**src/rtl/sram_arb_ctrl.sv**
```systemverilog
// sram_arb_ctrl
//   Shares one single-port SRAM macro (active-low CEN/WEN, registered Q,
//   one-cycle read latency) between two requesters. After reset or CLEAR the
//   populated entries are zero-filled. The controller then arbitrates
//   round-robin between the requesters using valid/ready handshakes.
//
// Ports
//   CLK, RESET_N        clock, asynchronous active-low reset
//   CLEAR               synchronous request to re-run the zero-fill
//   INIT_DONE           high while the controller is serving requests
//   VALIDn/WRn/ADDRn/WDATAn/READYn   requester n request channel
//   RVALIDn, RDATA      read response; RDATA is shared by both requesters
//   ERR                 one-cycle pulse after an out-of-range request is accepted
//   SRAM_CEN/WEN/A/D/Q  macro interface
module sram_arb_ctrl #(
  parameter int DATA_W = 64,
  parameter int ADDR_W = 4,
  parameter int DEPTH  = 8
) (
  input  logic              CLK,
  input  logic              RESET_N,
  input  logic              CLEAR,
  output logic              INIT_DONE,
  input  logic              VALID0,
  input  logic              WR0,
  input  logic [ADDR_W-1:0] ADDR0,
  input  logic [DATA_W-1:0] WDATA0,
  output logic              READY0,
  output logic              RVALID0,
  input  logic              VALID1,
  input  logic              WR1,
  input  logic [ADDR_W-1:0] ADDR1,
  input  logic [DATA_W-1:0] WDATA1,
  output logic              READY1,
  output logic              RVALID1,
  output logic [DATA_W-1:0] RDATA,
  output logic              ERR,
  output logic              SRAM_CEN,
  output logic              SRAM_WEN,
  output logic [ADDR_W-1:0] SRAM_A,
  output logic [DATA_W-1:0] SRAM_D,
  input  logic [DATA_W-1:0] SRAM_Q
);

  typedef enum logic {ST_INIT, ST_RUN} state_t;

  localparam logic [ADDR_W-1:0] CNT_LAST = ADDR_W'(DEPTH - 1);
  // One extra bit so the range check also works when DEPTH == 2**ADDR_W.
  localparam logic [ADDR_W:0]   DEPTH_C  = (ADDR_W + 1)'(DEPTH);

  state_t              state_q, state_d;
  logic [ADDR_W-1:0]   cnt_q, cnt_d;
  logic                last_q, last_d;    // 1 = requester 1 was granted last
  logic                rd_pend_q, rd_pend_d;
  logic                rd_req_q, rd_req_d;
  logic                rd_oor_q, rd_oor_d;
  logic                err_q, err_d;
  logic [ADDR_W-1:0]   a_q;               // last address driven to the macro
  logic [DATA_W-1:0]   d_q;               // last data driven to the macro

  logic                run;
  logic                gnt0, gnt1, gnt_any;
  logic                sel_wr, sel_oor;
  logic [ADDR_W-1:0]   sel_addr;
  logic [DATA_W-1:0]   sel_wdata;
  logic                cen_c, wen_c;
  logic [ADDR_W-1:0]   a_c;
  logic [DATA_W-1:0]   d_c;

  // CLEAR takes priority over any request, so no grant is issued on that cycle.
  assign run      = (state_q == ST_RUN) && !CLEAR;
  assign gnt0     = run && VALID0 && (!VALID1 || last_q);
  assign gnt1     = run && VALID1 && (!VALID0 || !last_q);
  assign gnt_any  = gnt0 || gnt1;
  assign sel_wr    = gnt1 ? WR1    : WR0;
  assign sel_addr  = gnt1 ? ADDR1  : ADDR0;
  assign sel_wdata = gnt1 ? WDATA1 : WDATA0;
  assign sel_oor   = ({1'b0, sel_addr} >= DEPTH_C);

  always_comb begin
    state_d   = state_q;
    cnt_d     = cnt_q;
    last_d    = last_q;
    rd_pend_d = 1'b0;
    rd_req_d  = rd_req_q;
    rd_oor_d  = 1'b0;
    err_d     = 1'b0;
    cen_c     = 1'b1;
    wen_c     = 1'b1;
    a_c       = a_q;
    d_c       = d_q;
    case (state_q)
      ST_INIT: begin
        cen_c = 1'b0;
        wen_c = 1'b0;
        a_c   = cnt_q;
        d_c   = '0;
        if (CLEAR) begin
          cnt_d = '0;
        end else if (cnt_q == CNT_LAST) begin
          state_d = ST_RUN;
          cnt_d   = '0;
        end else begin
          cnt_d = cnt_q + 1'b1;
        end
      end
      ST_RUN: begin
        if (CLEAR) begin
          state_d = ST_INIT;
          cnt_d   = '0;
        end else if (gnt_any) begin
          last_d    = gnt1;
          err_d     = sel_oor;
          rd_pend_d = !sel_wr;
          rd_req_d  = gnt1;
          rd_oor_d  = sel_oor;
          // Out-of-range requests are accepted but never reach the macro.
          if (!sel_oor) begin
            cen_c = 1'b0;
            wen_c = !sel_wr;
            a_c   = sel_addr;
            d_c   = sel_wdata;
          end
        end
      end
      default: begin
        state_d = ST_INIT;
        cnt_d   = '0;
      end
    endcase
  end

  always_ff @(posedge CLK or negedge RESET_N) begin
    if (!RESET_N) begin
      state_q   <= ST_INIT;
      cnt_q     <= '0;
      last_q    <= 1'b1;
      rd_pend_q <= 1'b0;
      rd_req_q  <= 1'b0;
      rd_oor_q  <= 1'b0;
      err_q     <= 1'b0;
    end else begin
      state_q   <= state_d;
      cnt_q     <= cnt_d;
      last_q    <= last_d;
      rd_pend_q <= rd_pend_d;
      rd_req_q  <= rd_req_d;
      rd_oor_q  <= rd_oor_d;
      err_q     <= err_d;
    end
  end

  // Address/data hold registers: only meaningful while the macro is idle.
  always_ff @(posedge CLK) begin
    if (!cen_c) begin
      a_q <= a_c;
      d_q <= d_c;
    end
  end

  assign READY0    = gnt0;
  assign READY1    = gnt1;
  assign INIT_DONE = (state_q == ST_RUN);
  assign ERR       = err_q;
  assign RVALID0   = rd_pend_q && !rd_req_q;
  assign RVALID1   = rd_pend_q &&  rd_req_q;
  assign RDATA     = rd_oor_q ? '0 : SRAM_Q;
  // The macro must stay deselected for the whole time reset is held.
  assign SRAM_CEN  = RESET_N ? cen_c : 1'b1;
  assign SRAM_WEN  = RESET_N ? wen_c : 1'b1;
  assign SRAM_A    = a_c;
  assign SRAM_D    = d_c;

endmodule

```
**config.mk**
```make
export PLATFORM = sky130hd
export DESIGN_NAME = sram_arb_ctrl
export DESIGN_NICKNAME = d
export VERILOG_FILES = /design/src/rtl/sram_arb_ctrl.sv
export SDC_FILE = /design/constraint.sdc
export NUM_CORES = 1
export LEC_CHECK = 0
export CELL_PAD_IN_SITES_DETAIL_PLACEMENT = 2
export CELL_PAD_IN_SITES_GLOBAL_PLACEMENT = 2
export CORE_MARGIN = 1
export CORE_UTILIZATION = 20
export DETAILED_ROUTE_END_ITERATION = 8
export PLACE_DENSITY = 0.95
export SLEW_MARGIN = 25
export SYNTH_ARGS = -nofsm -noshare
export SYNTH_HDL_FRONTEND = slang
export SYNTH_SLANG_ARGS = --single-unit
export TNS_END_PERCENT = 100
```
**constraint.sdc**
```tcl
create_clock -name CLK -period 8.4 [get_ports CLK]
set_input_delay 0.84 -clock CLK [delete_from_list [all_inputs] [get_ports CLK]]
set_output_delay 0.84 -clock CLK [all_outputs]
set_load 0.005 [all_outputs]
```
[Word level (Yosys, flattened, before mapping)]
Cells that the tools add are included.
Storage, ports and cells
  bits in registers: 77
  input port bits: 207
Operators by class
  $add $sub $neg: 1
  $lt $le $gt $ge: 1
  equal/unequal tests: 2
  multiplexer cells: 36
  bitwise logic cells: 2
  reductions and logical operators: 17
Operator list (count)
  2-to-1 mux 64 bit: 5
  case mux 64 bit (2 select lines): 1
  2-to-1 mux 4 bit: 7
  2-to-1 mux 1 bit: 18
  case mux 4 bit (2 select lines): 2
  logical AND 1 bit: 7
  zero test 1 bit: 6
  case mux 1 bit (2 select lines): 3
  adder 4 x 1 -> 4 bit, second input constant: 1
  equality test 4 x 3 -> 1 bit, second input constant: 1
  >= comparator 4 bit, second input constant: 1
  logical OR 1 bit: 3
  AND reduction 3 bit: 1
  inequality test 2 bit, second input constant: 1
  inverter 1 bit: 2

[Logic depth before layout (Yosys ltp)]
  depth after elaboration: 11
  depth in mapped cells: 8
  depth with buffers taken out: 5

[Worst setup path after synthesis]
OpenSTA, ideal clock, no wires.
  path kind: in2reg
  from: input CLEAR
  to: register a_q[0] (enable)
  arrival time: 3201 ps
  required time: 7972 ps
  setup slack: 4771 ps
  cell stages on the path: 6
  cell sequence: nand3b_1 > nor3_2 > buf_2 > buf_2 > nor2_1 > nand2_1
Between the ends
  longest elaborated chain between the ends: 10
  elaborated cells on any way between the ends: 13
  classes of those cells: order compare: 1; mux: 5; reduce/logical: 7
Ends and longest elaborated chain
  start: declaration: RTL line 22  | input logic CLEAR,
  zero test 1 bit: RTL line 71  | assign run = (state_q == ST_RUN) && !CLEAR;
  logical AND 1 bit: RTL line 71
  logical AND 1 bit (2 in a row): RTL line 73  | assign gnt1 = run && VALID1 && (!VALID0 || !last_q);
  2-to-1 mux 4 bit: RTL line 76  | assign sel_addr = gnt1 ? ADDR1 : ADDR0;
  >= comparator 4 bit: RTL line 78  | assign sel_oor = ({1'b0, sel_addr} >= DEPTH_C);
  2-to-1 mux 1 bit: RTL line 118  | if (!sel_oor) begin
  2-to-1 mux 1 bit: RTL line 111  | end else if (gnt_any) begin
  2-to-1 mux 1 bit *: RTL line 108  | if (CLEAR) begin
  case mux 1 bit (2 select lines) *: RTL line 92  | case (state_q)
  end signal: assignment: RTL line 156  | a_q <= a_c;
  end: declaration: RTL line 58  | logic [ADDR_W-1:0] a_q;
Mark *: on every way between the ends. The rest lies on a longest branch, timed or not.
A chain may end at the register's enable or synchronous reset.

[Worst setup path in the final report]
  from: input CLEAR
  to: output SRAM_D[58]
Between the ends
  longest elaborated chain between the ends: 10
  elaborated cells on any way between the ends: 14
  classes of those cells: order compare: 1; mux: 6; reduce/logical: 7
Ends and longest elaborated chain
  zero test 1 bit: RTL line 71
  logical AND 1 bit: RTL line 71
  logical AND 1 bit (2 in a row): RTL line 73
  2-to-1 mux 4 bit: RTL line 76
  >= comparator 4 bit: RTL line 78
  2-to-1 mux 64 bit: RTL line 118
  2-to-1 mux 64 bit: RTL line 111
  2-to-1 mux 64 bit *: RTL line 108
  case mux 64 bit (2 select lines) *: RTL line 92
  end: declaration: RTL line 41  | output logic [DATA_W-1:0] SRAM_D,
Marks and branches as above.

==> run metrics <==
outcome finished, final reports clean; worst skew pair latency 0.34 ns; cell taking the most area after synthesis edfxtp_1; io pins 347; # Post-CTS Setup Buffers 0; Mapped Cells 506; fraction of layout cells with a size suffix above 1 8.60%; Critical Setup Path Class primary input to output pin; syn_nets 714; fraction of registers with async set/reset 11.7%; hold slack 0.519 ns; register area 2270 sq um; GRT Overall Usage 19.9%; Max-slew headroom 47.4%; Final Slew Violations 0; worst ir drop on vdd 0.0000714 V; nets@finish 1030; Clock transition at path regs 0.06 ns; Final Worst Setup Slack 3.25 ns; CTS tree yes; Final TNS setup 0 ns; Multi-input gate area 2390 sq um; die height 159 um; mux share of post-synthesis cell area 1.45%; Final Hold Viols 0; antenna viol nets, final 0; reg-to-reg startpoint INIT_DONE$_DFF_PN0_; Max Root-Sink Buffers 2; top-count cell post-synth nand2_1; chip width 159 um; Synth top cells by count 136 x nand2_1, 68 x edfxtp_1, 68 x nor2b_1, 65 x nor3_1, 40 x a311oi_2; synthesized flop and latch total 77; std cell rows 57; CORE AREA 24200 sq um; ranking of synthesized cells by area edfxtp_1 41%, a311oi_2 12%, nand2_1 10%, nor2b_1 8.6%, nor3_1 6.6%; vias per cell 4.65; post-synthesis simple-gate area fraction 27.7%; CTS Root Cell clkbuf_16; Clock Sinks 77; crit share post-route 61.4%; hold crit path type flop to flop; main combinational cell family by area after synthesis simple AND/OR/NAND/NOR gates; max_cap viols 0; P_sw 0.000227 W; Starting Density 20.3%; Finished Layout Cells 1155; yosys warns 0; Routability Congestion 0.783; post-DP HPWL 19.7 mm; Data arrival, critical path 4.31 ns; Worst-Margin Slew 0.789 ns; Post-Syn Area 4930 sq um; switch share 21.9%; depth of the most critical reg-to-reg path 7; CTS Buf Count 9; fmax 0.194 GHz; initial antenna violation count 6; hold buffers post-CTS 0; Internal 0.000808 W; Reg power frac 41.1%; crit path time final 5.15 ns; pin count of the biggest net entering global routing 69; final wirelength 25.6 mm; First DRT Iteration DRCs 175; Hold Path End rd_req_q$_DFFE_PN0P_; H-tree levels 3; hold depth 2; CP Launch Type primary input; crit path max fanout 42; post-synth top area share 41.4%; Synth Area in XOR/XNOR 0.178%; post-synthesis adder-cell area fraction 0.254%; Comb power frac 17.9%; Die ar. 25300 sq um; FILL cells 2612; crit end category output pin; Synth cell types 34; drt pass-1 iters 6; area growth from synthesis to layout 81.6%; r2r setup slk 4.88 ns; GRT Residual Overflow 0; power share of the clock group 41.0%; vias in the first global route 5961; Compound-Gate Fraction of Synth Area 18.3%; Mapped Avg Cell Area 9.74 sq um; CTS resizes 0; Seq/Total Area, Yosys 46.0%; vias 5365; Pwr Density 116 nW/um^2; CP required 7.56 ns; dpl ws 3.27 ns; cell total after placement 1135; IO Port Bufs 346; first-pass GRT wire length 37.7 mm; RSZ-0062 raised after global routing false; DRC 0; worst reg2reg path endpoint d_q[1]$_DFFE_PN_; routed len/inst 22.2 um; Post-synth EDFFs 68; skew final 0.00660 ns; Leak 3.17 nW; Hold Crit Start rd_req_q$_DFFE_PN0P_; ys flop type edfxtp_1; Setup Viol. Count Final 0
routing by layer:
| layer | global-route usage [%] | wire length [um] | share of wire [%] | vias to the layer above |
|---|---|---|---|---|
| met5 | 0 | 0 | 0 | - |
| met4 | 8.13 | 701 | 2.7 | 0 |
| met3 | 5.29 | 1610 | 6.3 | 32 |
| met2 | 39.1 | 14400 | 56 | 229 |
| met1 | 19.4 | 8900 | 35 | 2629 |
| li1 | - | - | - | 2475 |
cells by family (layout without fill, tap and decap cells):
logic type / after synthesis / count (layout)
simple gates: 287 / 287
flops: 77 / 77
compound gates: 76 / 76
buf+inv: 57 / 377
mux: 7 / 7
fa+ha+maj: 1 / 1
xor+xnor: 1 / 1
other cells: 0 / 5
cells in the final DEF, fill, tap and decap left out, types with 2 or more instances in the layout:
cell	instances
clkdlybuf4s50_1	346
clkinv_1	2
o221ai_1	2
edfxtp_1	68
a311oi_1	24
inv_1	4
nor3_1	65
nor2b_1	68
buf_4	10
mux2i_1	6
bufinv_16	2
nor3_4	2
o21ai_0	2
a311oi_2	40
nand2_1	135
or3_1	2
diode_2	5
nor2_1	7
nand3b_1	2
o22ai_1	2
clkbuf_16	9
dfrtp_1	7
and2_1	2
flip-flops by register name, indices dropped and copies added (netlist names):
signal	cells
ERR	1
INIT_DONE	1
a_q	4
cnt_q	4
d_q	64
last_q	1
rd_pend_q	1
rd_req_q	1
through the flow:
| step | total power, W | util (%) | area, sq um |
|---|---|---|---|
| detailed placement | 0.000620 | 35.6 | 8620 |
| CTS | 0.00105 | 36.8 | 8930 |
| finish | 0.00103 | 36.9 | 8950 |
| floorplan | 0.000469 | - | 4930 |
| global route | 0.00107 | 36.9 | 8950 |
| global placement | 0.000614 | 35.6 | 8620 |
critical path: stages:
cell and delay (ns):
clkdlybuf4s50_1 0.59, nand3b_1 0.23, or2_2 0.17, buf_4 0.35, buf_4 0.50, o22ai_4 0.13, buf_4 0.34, a311oi_1 0.47
clkdlybuf4s50_1 0.62
area by class of cell:
class | instances | area share [%]
Sequential cell | 77 | 25.4
Clock inverter | 5 | 0.853
Timing Repair Buffer | 356 | 39.5
Antenna cell | 5 | 0.140
Clock buffer | 10 | 2.56
Tap cell | 324 | 4.53
Inverter | 6 | 0.266
Multi-Input combinational cell | 372 | 26.8
worst max-delay path by stage:
| stage | startpoint | end |
|---|---|---|
| after floorplan | CLEAR | a_q[0]$_DFFE_PN_ |
| after global placement | CLEAR | SRAM_D[32] |
| after detailed placement | CLEAR | SRAM_D[58] |
| after CTS | CLEAR | SRAM_D[1] |
| after global routing | CLEAR | SRAM_D[1] |
| final | CLEAR | SRAM_D[58] |
power by group through the flow:
| stage | sequential (W) | clock [W] | combinational, W |
|---|---|---|---|
| after floorplan | 0.000431 | 0 | 0.0000373 |
| final | 0.000425 | 0.000424 | 0.000185 |
| after global placement | 0.000432 | 0 | 0.000181 |
| after detailed placement | 0.000433 | 0 | 0.000186 |
| after CTS | 0.000425 | 0.000438 | 0.000187 |
| after global routing | 0.000426 | 0.000449 | 0.000197 |
Power figures use the tool's default switching activity.
